`src/rtl/emd_sift_sched_pkg.sv`:
```
// Shared definitions for the EMD sifting scheduler.
//
// - FSM state encodings. These are plain localparam constants so that existing code
//   which compares against the raw state value keeps working.
// - Encodings for the delay-line source mux.
// - Default delay-line latency. The scheduler and the data delay-line instance both
//   take this value, so their latencies stay matched.
// - A start-configuration check shared by the scheduler.
package emd_sift_sched_pkg;

    // Latency of the shared sample delay line, in cycles.
    localparam int unsigned DELAY_DEFAULT = 30;

    // Width of iter_cfg and pass_idx.
    localparam int unsigned PASS_W = 4;

    // Scheduler states.
    localparam logic [2:0] StIdle      = 3'd0;
    localparam logic [2:0] StLoad      = 3'd1;
    localparam logic [2:0] StLoadDrain = 3'd2;
    localparam logic [2:0] StSift      = 3'd3;
    localparam logic [2:0] StSiftDrain = 3'd4;
    localparam logic [2:0] StDone      = 3'd5;

    // Delay-line input mux select.
    localparam logic SRC_EXT = 1'b0;  // external Xin
    localparam logic SRC_BUF = 1'b1;  // frame buffer read data

    // A start request is legal only for 1..max_iter recirculation passes.
    function automatic logic iter_cfg_ok(input logic [PASS_W-1:0] cfg,
                                         input int unsigned       max_iter);
        return (cfg != '0) && (32'(cfg) <= max_iter);
    endfunction

endpackage

```
`src/rtl/emd_sift_sched_valid_token_pipe.sv`:
```
// Valid-token pipe that runs beside the data delay line.
//
// This is a Depth-deep, 1-bit shift register with no enable. A token pushed in
// cycle t comes out in cycle t+Depth. The module also keeps a count of how many
// tokens are still inside the pipe.
//
// Ports:
//   clk_i          clock, rising edge
//   rst_ni         asynchronous active-low reset; clears all tokens
//   tok_i          token entering the pipe this cycle
//   tok_o          token leaving the pipe this cycle
//   outstanding_o  number of 1 tokens currently held in the pipe
module emd_sift_sched_valid_token_pipe #(
    parameter int unsigned Depth = 30,
    parameter int unsigned CntW  = $clog2(Depth + 1)
) (
    input  logic            clk_i,
    input  logic            rst_ni,
    input  logic            tok_i,
    output logic            tok_o,
    output logic [CntW-1:0] outstanding_o
);

    logic [Depth-1:0] sr_q, sr_d;
    logic [CntW-1:0]  cnt_q, cnt_d;

    always_comb begin
        sr_d    = sr_q;
        sr_d[0] = tok_i;
        for (int unsigned i = 1; i < Depth; i++) begin
            sr_d[i] = sr_q[i-1];
        end
    end

    // A token entering and one leaving in the same cycle leave the count unchanged.
    always_comb begin
        cnt_d = cnt_q;
        if (tok_i && !tok_o) begin
            cnt_d = cnt_q + CntW'(1);
        end else if (!tok_i && tok_o) begin
            cnt_d = cnt_q - CntW'(1);
        end
    end

    always_ff @(posedge clk_i or negedge rst_ni) begin
        if (!rst_ni) begin
            sr_q  <= '0;
            cnt_q <= '0;
        end else begin
            sr_q  <= sr_d;
            cnt_q <= cnt_d;
        end
    end

    assign tok_o         = sr_q[Depth-1];
    assign outstanding_o = cnt_q;

endmodule

```
`src/rtl/emd_sift_sched.sv`:
```
// EMD sifting-frame scheduler.
//
// The scheduler sequences one free-running delay line (DELAY cycles) through the
// passes of a sifting frame:
//   - Pass 0 (LOAD) streams FRAME_LEN external samples into the frame buffer.
//   - Passes 1..iter_n (SIFT) read the buffer back through the delay line and
//     write the results in place.
// A valid-token pipe follows the data through the delay line. The scheduler uses
// it to produce the write strobe and write address, and to find the end of each
// pass.
//
// A write to address a always comes DELAY+1 cycles after the read of address a.
// FRAME_LEN must be greater than DELAY+1 so that the boundary between passes is
// also free of read/write hazards.
//
// Ports:
//   CLK, RST_N   clock (rising edge); asynchronous active-low reset
//   start        frame start pulse, honoured only in IDLE
//   iter_cfg     number of recirculation passes, latched on an accepted start
//   in_valid     external sample valid
//   in_ready     scheduler accepts an external sample (LOAD only)
//   src_sel      delay-line input mux: SRC_EXT / SRC_BUF
//   rd_en        frame buffer read strobe; data is returned one cycle later
//   rd_addr      frame buffer read address
//   dly_valid    delay-line output sample is valid
//   wr_en        frame buffer write strobe (same as dly_valid)
//   wr_addr      frame buffer write address
//   pass_idx     current pass: 0 = load, 1..iter_n = recirculation
//   busy         high in every state except IDLE
//   frame_done   one-cycle pulse when the frame completes
//   cfg_err      one-cycle pulse after a start is rejected
module emd_sift_sched
    import emd_sift_sched_pkg::*;
#(
    parameter int unsigned DELAY     = DELAY_DEFAULT,
    parameter int unsigned FRAME_LEN = 256,
    parameter int unsigned MAX_ITER  = 8,
    parameter int unsigned AW        = $clog2(FRAME_LEN)
) (
    input  logic              CLK,
    input  logic              RST_N,
    input  logic              start,
    input  logic [PASS_W-1:0] iter_cfg,
    input  logic              in_valid,
    output logic              in_ready,
    output logic              src_sel,
    output logic              rd_en,
    output logic [AW-1:0]     rd_addr,
    output logic              dly_valid,
    output logic              wr_en,
    output logic [AW-1:0]     wr_addr,
    output logic [PASS_W-1:0] pass_idx,
    output logic              busy,
    output logic              frame_done,
    output logic              cfg_err
);

    // Counters carry one extra bit so that the FRAME_LEN terminal count can be seen.
    localparam int unsigned   CW       = AW + 1;
    localparam int unsigned   TokCntW  = $clog2(DELAY + 1);
    localparam logic [CW-1:0] CntOne   = CW'(1);
    localparam logic [CW-1:0] LastIdx  = CW'(FRAME_LEN - 1);
    localparam logic [CW-1:0] FrameLen = CW'(FRAME_LEN);

    logic [2:0]         state_q, state_d;
    logic [CW-1:0]      issue_q, issue_d;    // handshakes (LOAD) or reads (SIFT) this pass
    logic [CW-1:0]      wr_cnt_q, wr_cnt_d;  // writes this pass; low bits are wr_addr
    logic [PASS_W-1:0]  pass_q, pass_d;
    logic [PASS_W-1:0]  iter_q, iter_d;
    logic               cfg_err_q, cfg_err_d;
    logic               rd_en_q;

    logic               handshake;
    logic               tok_in;
    logic               tok_out;
    logic               drain_done;
    logic [TokCntW-1:0] outstanding;

    assign handshake = in_valid && in_ready;

    // The buffer has one cycle of read latency, so a read token enters the pipe one
    // cycle after its rd_en.
    assign tok_in = handshake || rd_en_q;

    emd_sift_sched_valid_token_pipe #(
        .Depth (DELAY),
        .CntW  (TokCntW)
    ) u_tok_pipe (
        .clk_i         (CLK),
        .rst_ni        (RST_N),
        .tok_i         (tok_in),
        .tok_o         (tok_out),
        .outstanding_o (outstanding)
    );

    // A pass is finished once every sample has been written back and the pipe is
    // empty.
    assign drain_done = (outstanding == '0) && (wr_cnt_q == FrameLen);

    always_comb begin
        state_d   = state_q;
        issue_d   = issue_q;
        wr_cnt_d  = wr_cnt_q;
        pass_d    = pass_q;
        iter_d    = iter_q;
        cfg_err_d = 1'b0;

        if (tok_out) begin
            wr_cnt_d = wr_cnt_q + CntOne;
        end

        unique case (state_q)
            StIdle: begin
                if (start) begin
                    if (iter_cfg_ok(iter_cfg, MAX_ITER)) begin
                        iter_d   = iter_cfg;
                        pass_d   = '0;
                        issue_d  = '0;
                        wr_cnt_d = '0;
                        state_d  = StLoad;
                    end else begin
                        cfg_err_d = 1'b1;
                    end
                end
            end
            StLoad: begin
                if (handshake) begin
                    issue_d = issue_q + CntOne;
                    if (issue_q == LastIdx) begin
                        state_d = StLoadDrain;
                    end
                end
            end
            StLoadDrain: begin
                if (drain_done) begin
                    state_d  = StSift;
                    pass_d   = PASS_W'(1);
                    issue_d  = '0;
                    wr_cnt_d = '0;
                end
            end
            StSift: begin
                issue_d = issue_q + CntOne;
                if (issue_q == LastIdx) begin
                    state_d = StSiftDrain;
                end
            end
            StSiftDrain: begin
                if (drain_done) begin
                    if (pass_q < iter_q) begin
                        state_d  = StSift;
                        pass_d   = pass_q + PASS_W'(1);
                        issue_d  = '0;
                        wr_cnt_d = '0;
                    end else begin
                        state_d = StDone;
                    end
                end
            end
            StDone: begin
                state_d  = StIdle;
                pass_d   = '0;
                issue_d  = '0;
                wr_cnt_d = '0;
            end
            default: begin
                state_d = StIdle;
            end
        endcase
    end

    always_ff @(posedge CLK or negedge RST_N) begin
        if (!RST_N) begin
            state_q   <= StIdle;
            issue_q   <= '0;
            wr_cnt_q  <= '0;
            pass_q    <= '0;
            iter_q    <= '0;
            cfg_err_q <= 1'b0;
            rd_en_q   <= 1'b0;
        end else begin
            state_q   <= state_d;
            issue_q   <= issue_d;
            wr_cnt_q  <= wr_cnt_d;
            pass_q    <= pass_d;
            iter_q    <= iter_d;
            cfg_err_q <= cfg_err_d;
            rd_en_q   <= rd_en;
        end
    end

    assign in_ready   = (state_q == StLoad);
    assign rd_en      = (state_q == StSift);
    assign rd_addr    = rd_en ? issue_q[AW-1:0] : '0;

    // The last read of a pass returns its data during the first drain cycle, so the
    // mux has to stay on the buffer through SIFT_DRAIN.
    assign src_sel    = ((state_q == StSift) || (state_q == StSiftDrain)) ? SRC_BUF : SRC_EXT;

    assign dly_valid  = tok_out;
    assign wr_en      = tok_out;
    assign wr_addr    = wr_cnt_q[AW-1:0];
    assign pass_idx   = pass_q;
    assign busy       = (state_q != StIdle);
    assign frame_done = (state_q == StDone);
    assign cfg_err    = cfg_err_q;

endmodule

```
`config.mk`:
```
export PLATFORM = sky130hd
export DESIGN_NAME = emd_sift_sched
export DESIGN_NICKNAME = d
export VERILOG_FILES = /design/src/rtl/emd_sift_sched_pkg.sv /design/src/rtl/emd_sift_sched_valid_token_pipe.sv /design/src/rtl/emd_sift_sched.sv
export SDC_FILE = /design/constraint.sdc
export NUM_CORES = 1
export LEC_CHECK = 0
export CAP_MARGIN = 20
export CORE_MARGIN = 3
export CORE_UTILIZATION = 50
export CTS_CLUSTER_DIAMETER = 40
export DETAILED_ROUTE_END_ITERATION = 8
export PLACE_DENSITY = 0.75
export REMOVE_ABC_BUFFERS = 1
export SKIP_CTS_REPAIR_TIMING = 1
export SYNTH_ARGS = -nofsm -noshare
export SYNTH_HDL_FRONTEND = slang
export SYNTH_SLANG_ARGS = --single-unit
```
`constraint.sdc`:
```
create_clock -name CLK -period 2.3 [get_ports CLK]
set_input_delay 0.46 -clock CLK [delete_from_list [all_inputs] [get_ports CLK]]
set_output_delay 0.46 -clock CLK [all_outputs]
set_load 0.05 [all_outputs]
```
* Word level (Yosys, flattened, before mapping)
Cells that the tools add are included.
** Cells by class
- Equality and inequality tests :: 15
- Muxes and demuxes :: 36
- Add/sub/neg operators :: 5
- $lt $le $gt $ge :: 2
- Reduce and logical (&&, ||, !) cells :: 20
** Operators by type and width (number)
- 9-bit two-way mux :: 12
- 9-bit one-hot mux with 6 select lines :: 1
- 9-bit one-hot mux with 4 select lines :: 1
- 3-bit two-way mux :: 8
- 4-bit two-way mux :: 5
- 9-bit by 1-bit adder with 9-bit output (second input constant) :: 2
- 4-bit one-hot mux with 4 select lines :: 1
- 3-bit one-hot mux with 5 select lines :: 1
- 7-bit AND reduction :: 2
- 5-bit two-way mux :: 2
- 2-bit != test (second input constant) :: 5
- 9-bit by 8-bit == test with 1-bit output (second input constant) :: 1
- 9-bit == test (second input constant) :: 1
- 8-bit two-way mux :: 1
- 4-bit nonzero test :: 2
- 3-bit by 2-bit == test with 1-bit output (second input constant) :: 2
- 3-bit == test (second input constant) :: 2
- 2-bit by 1-bit != test with 1-bit output (second input constant) :: 3
- 6-bit AND reduction :: 1
- 6-bit nonzero test :: 1
- 5-bit by 1-bit adder with 5-bit output (second input constant) :: 1
- 1-bit logical AND :: 5
- 5-bit logical NOT :: 1
- 5-bit by 1-bit subtractor with 5-bit output (second input constant) :: 1
- other kinds (11) :: 16
** Storage, ports and cells
- Output and inout port bits :: 28
- Input port bits :: 8
- Bits in registers :: 66
- Logic and storage cells :: 87

* Depth between registers and ports, before layout
- Depth in word-level cells :: 7
- Mapped depth :: 13
- Depth with buffers taken out :: 11

* Modules after synthesis
From an unflattened synthesis, not the netlist that was laid out.
** Second synthesis, totals
- Cell total of the unflattened synthesis :: 285
- Area, all modules :: 3074.2 um^2
** By module, submodules not included
- emd_sift_sched :: area an instance 1931.9 um^2, seq. area each 775.7 um^2, instances 1, cells each 216
- emd_sift_sched_valid_token_pipe :: area an instance 1142.3 um^2, seq. area each 875.8 um^2, instances 1, cells each 69

* Worst setup path before layout
Ideal clock, no wire load.
- Path kind :: flip-flop to flip-flop
- From :: register state_q[2]
- To :: register u_tok_pipe.cnt_q[4], in the netlist u_tok_pipe.outstanding_o[4]
- Arrival time :: 2.999 ns
- Path slack :: -0.825 ns
- Path buffers :: 2
- Library setup time :: 0.125 ns
- Stages on the path, launching flop included :: 14
- Period minus slack after synthesis :: 3.125 ns
- Required time :: 2.175 ns
- Cell sequence :: dfrtp_1 -> buf_4 -> nand2b_1 -> buf_6 -> nor2_1 -> a21o_1 -> ha_1 -> inv_1 -> fa_1 -> a21o_1 -> a21oi_1 -> xnor2_1 -> nor2_1 -> xor2_1
** Between the ends
- Word-level cells in the longest chain between the ends :: 6
- Elaborated cells between the ends (all ways) :: 8
** Ends and longest elaborated chain
- start: declaration :: RTL line emd_sift_sched.sv:65 : logic [2:0] state_q, state_d;
- start signal: assignment :: RTL line emd_sift_sched.sv:174 : state_q <= StIdle;
- start signal: assignment :: RTL line emd_sift_sched.sv:182 : state_q <= state_d;
- 3-bit by 1-bit == test with 1-bit output (*) :: RTL line emd_sift_sched.sv:192 : assign in_ready = (state_q == StLoad);
- net in_ready :: RTL line emd_sift_sched.sv:45 : output logic in_ready,
- 1-bit logical AND (*) :: RTL line emd_sift_sched.sv:79 : assign handshake = in_valid && in_ready;
- 1-bit logical OR (*) :: RTL line emd_sift_sched.sv:83 : assign tok_in = handshake || rd_en_q;
- net tok_in :: RTL line emd_sift_sched.sv:74 : logic tok_in;
- 1-bit logical NOT :: RTL line emd_sift_sched_valid_token_pipe.sv:40 : end else if (!tok_i && tok_o) begin
- 1-bit logical AND :: RTL line emd_sift_sched_valid_token_pipe.sv:40
- 2-bit nonzero test (no line)
- end signal: assignment :: RTL line emd_sift_sched_valid_token_pipe.sv:51 : cnt_q <= cnt_d;
- end: declaration :: RTL line emd_sift_sched_valid_token_pipe.sv:25 : logic [CntW-1:0] cnt_q, cnt_d;
The timed path passes the listed nets; every way through them passes the cells marked *.
A chain may end at the register's enable or synchronous reset.

* Final worst setup path
- From :: register state_q[0]
- To :: output port rd_addr[4]
** Between the ends
- Word-level cells in the longest chain between the ends :: 2
** Ends and longest elaborated chain
- 3-bit by 2-bit == test with 1-bit output :: RTL line emd_sift_sched.sv:193 : assign rd_en = (state_q == StSift);
- 8-bit two-way mux :: RTL line emd_sift_sched.sv:194 : assign rd_addr = rd_en ? issue_q[AW-1:0] : '0;
- end: declaration :: RTL line emd_sift_sched.sv:48 : output logic [AW-1:0] rd_addr,
No other way between the ends.

==> results.md <==
- Core area: 0.005956 mm2
- Met3 Use GR: 5.397%
- Most used cell, CP: buf_4
- PnR worst setup slack: 0.08818 ns
- DR vias/cell: 5.277
- Total chip power: 3.988 mW
- Root buf cell: clkbuf_8
- Hold Slack: 0.1291 ns
- Cts bufs inserted: 9
- Cell variety after synth: 53
- Area grow syn2layout: 28.64%
- Final Setup Violations: 0
- GP Congestion: 0.8165
- Clock power frac: 29.0%
- Post-route cell area: 0.003990 mm2
- Post-layout nets: 345
- Critical path startpoint category: flip-flop
- 1st-iter DRT viols: 175
- Dpl ws: -0.2866 ns
- FP Rows: 28
- Most used routing layer: met2
- Global route overflow: 0
- Arrival time at the worst endpoint: 1.75 ns
- Antenna violations before repair: 0
- Multiplexer share of the synthesized area: 3.630%
- Synth Area in Adders: 5.486%
- Post-Layout Cell Count: 404
- CP Max Fanout: 10
- Net Sw Power: 1.366 mW
- Clock tree buffer depth: 2
- PortBufs: 35
- Final Hold Fails: 0
- P_int: 2.622 mW
- Post-synth ARST share: 100.0%
- Die ar.: 0.007184 mm2
- Avg Inst Size Synth: 11.32 um2
- Required @ worst endpoint: 1.84 ns
- Dpl cells: 386
- Met2 Use GR: 30.04%
- Top_reg_cell synth: dfrtp_1
- #FFs+latches synth: 66
- Detailed-route wire length: 6.290 mm
- Peak VDD IR: 0.7354 mV
- Crit Path Class: reg -> out
- Final Util: 67.00%
- Worst slew pin tran: 0.5014 ns
- Seq pwr share: 40.3%
- P_leak: 1.818 nW
- Post-synth EDFFs: 0
- Final ANT Viol Nets: 0
- Skew final: 0.007095 ns
- Post-route clock period utilization: 96.17%
- Gate power share: 30.8%
- RSZ-0062 raised after global routing: yes
- Post-Synthesis Cells: 274
- Layout fillers: 450
- IO Pins: 36
- Setup TNS: 0 ns
- Dpl hpwl: 4.299 mm
- Clk pin slew, worst setup/hold paths: 0.07 ns
- CTS Sinks: 66
- # DRC: 0
- Share of cells above drive strength 1: 25.23%
- Final Critical Period: 2.212 ns
- Hold Path Class: in -> async
- Max-cap violations: 0
- TritonCTS clock tree: yes
- Final Max Slew Viols: 0
- Placed inst area: 0.003704 mm2
- Fmax: 452.1 MHz
- Cells along the critical path: buf_4 > nor2b_4 > buf_4 > and3_1 > buf_12
- Ys Warns: 0
- Synthesized-area fraction occupied by and/or/nand/nor cells: 16.22%
- Starting Density: 52.08%
- Drt pass-1 iters: 5
- Met1 Usage GRT: 25.48%
- Status: completed
- Die height: 84.76 um
- CP Capture Type: output pin
- Post-Synthesis Cell Area: 0.003102 mm2
- Pin count of the biggest net entering global routing: 67
- Compound-Gate Fraction of Synth Area: 11.17%
- Via count: 2132
- Die Width: 84.76 um
- Gr usage total: 19.12%
- CP peak stage delay: 0.41 ns
- Routed length per placed instance: 15.57 um
- Ant diodes: 0
- Clock latency on the worst-skew pair: 0.34 ns
- Slowest stage cell on the critical path: dfrtp_1
- Power per cell area: 999.5 mW/mm2
- Global-route wire length before repair: 10.67 mm
- Clock H-tree levels: 3
- Switching share of power: 34.26%
- Largest family of logic cells by synthesized area: simple AND/OR/NAND/NOR gates
- Max_slew headroom: 66.47%
- Vias in the first global route: 2195
- Synth Area in XOR/XNOR: 4.236%
- Sequential fraction of the synthesis area: 53.25%
[sequential cells by signal, summed over array words and instances, names as in the netlist]
| register | flops |
|---|---|
| issue_q | 9 |
| wr_cnt_q | 9 |
| u_tok_pipe.outstanding_o | 5 |
| pass_idx | 4 |
| iter_q | 4 |
| state_q | 3 |
| rd_en_q | 1 |
| cfg_err | 1 |
| u_tok_pipe.sr_q | 30 |
[final timing paths]
check	startpoint	endpoint	slack [ns]	cells after the start
min in group CLK	u_tok_pipe.sr_q[0]	u_tok_pipe.sr_q[1]	0.35	0
max in group asynchronous	RST_N	iter_q[0]	1.90	2
worst max register to register	state_q[2]	u_tok_pipe.outstanding_o[4]	0.10	11
worst min-delay path	RST_N	u_tok_pipe.outstanding_o[0]	0.13	2
worst min register to register	u_tok_pipe.sr_q[0]	u_tok_pipe.sr_q[1]	0.35	0
worst max-delay path	state_q[0]	rd_addr[4]	0.09	5
[logic make-up after synthesis]
kind of cell,Yosys count
compound gates,44
xor+xnor,15
fa+ha+maj,13
buf+inv,33
flops,66
mux,10
simple gates,93
[per-layer routing]
metal	vias up	wire length [um]
li1	1044	-
met3	4	287
met5	-	0
met4	0	50
met1	1037	2828
met2	47	3123
[power by group through the flow]
| stage | clock network (mW) | logic, mW | registers [mW] |
|---|---|---|---|
| 3_3_place_gp | 0 | 1.15 | 1.61 |
| 2_1_floorplan | 0 | 0.526 | 1.86 |
| 4_1_cts | 1.18 | 1.21 | 1.60 |
| 3_5_place_dp | 0 | 1.19 | 1.62 |
| 5_1_grt | 1.23 | 1.34 | 1.64 |
| 6_report | 1.16 | 1.23 | 1.61 |
[cells in the mapped netlist, drive strengths merged (2+ instances only)]
library cell  count  share of area (%)
nand2            20                2.4
or2               2               0.40
nor2             22                2.7
o21ai             7                1.1
nand4             4               0.81
buf              15                3.8
xnor2             6                1.7
mux2i             3               0.97
a21o              6                1.5
or3               3               0.61
o221ai            2               0.56
nand2b            5                1.3
o22ai             2               0.40
nor2b             5                1.3
xor2              9                2.5
mux2              7                2.7
clkbuf            3               0.36
nand3             7                1.1
dfrtp            66                 53
inv              15                1.8
a31oi             6                1.2
o211ai            3               0.89
a21oi             8                1.3
o32ai             2                1.2
ha               12                4.8
nor3              7                1.5
and3             11                2.2
a211o             2               0.61
[critical path, delay by kind of cell, from the launching register on]
kind          cells  cell delay (ns)
flops             1             0.41
buf+inv           3             0.56
simple gates      2             0.45
[cells in the final DEF, fill, tap and decap left out, types with 9 or more instances in the layout]
cell | netlist | layout
nand2_1 | 20 | 20
xor2_1 | 9 | 9
clkdlybuf4s50_1 | 0 | 21
clkbuf_8 | 0 | 9
buf_12 | 0 | 14
inv_1 | 15 | 14
buf_4 | 10 | 21
dfrtp_1 | 66 | 66
and3_1 | 11 | 11
ha_1 | 12 | 11
nor2_1 | 21 | 19
[area by class of cell]
type                    instances  area (um2)  share of cell area [%]
inverters                      15       56.30                   1.411
clock inverters                 5       102.6                   2.571
clock buffers                  11       131.4                   3.293
multi-input cells             175        1301                   32.61
flip-flops and latches         66        1652                   41.39
repair buffers                 57       653.1                   16.37
well taps                      75       93.84                   2.352
Power figures use the tool's default switching activity.
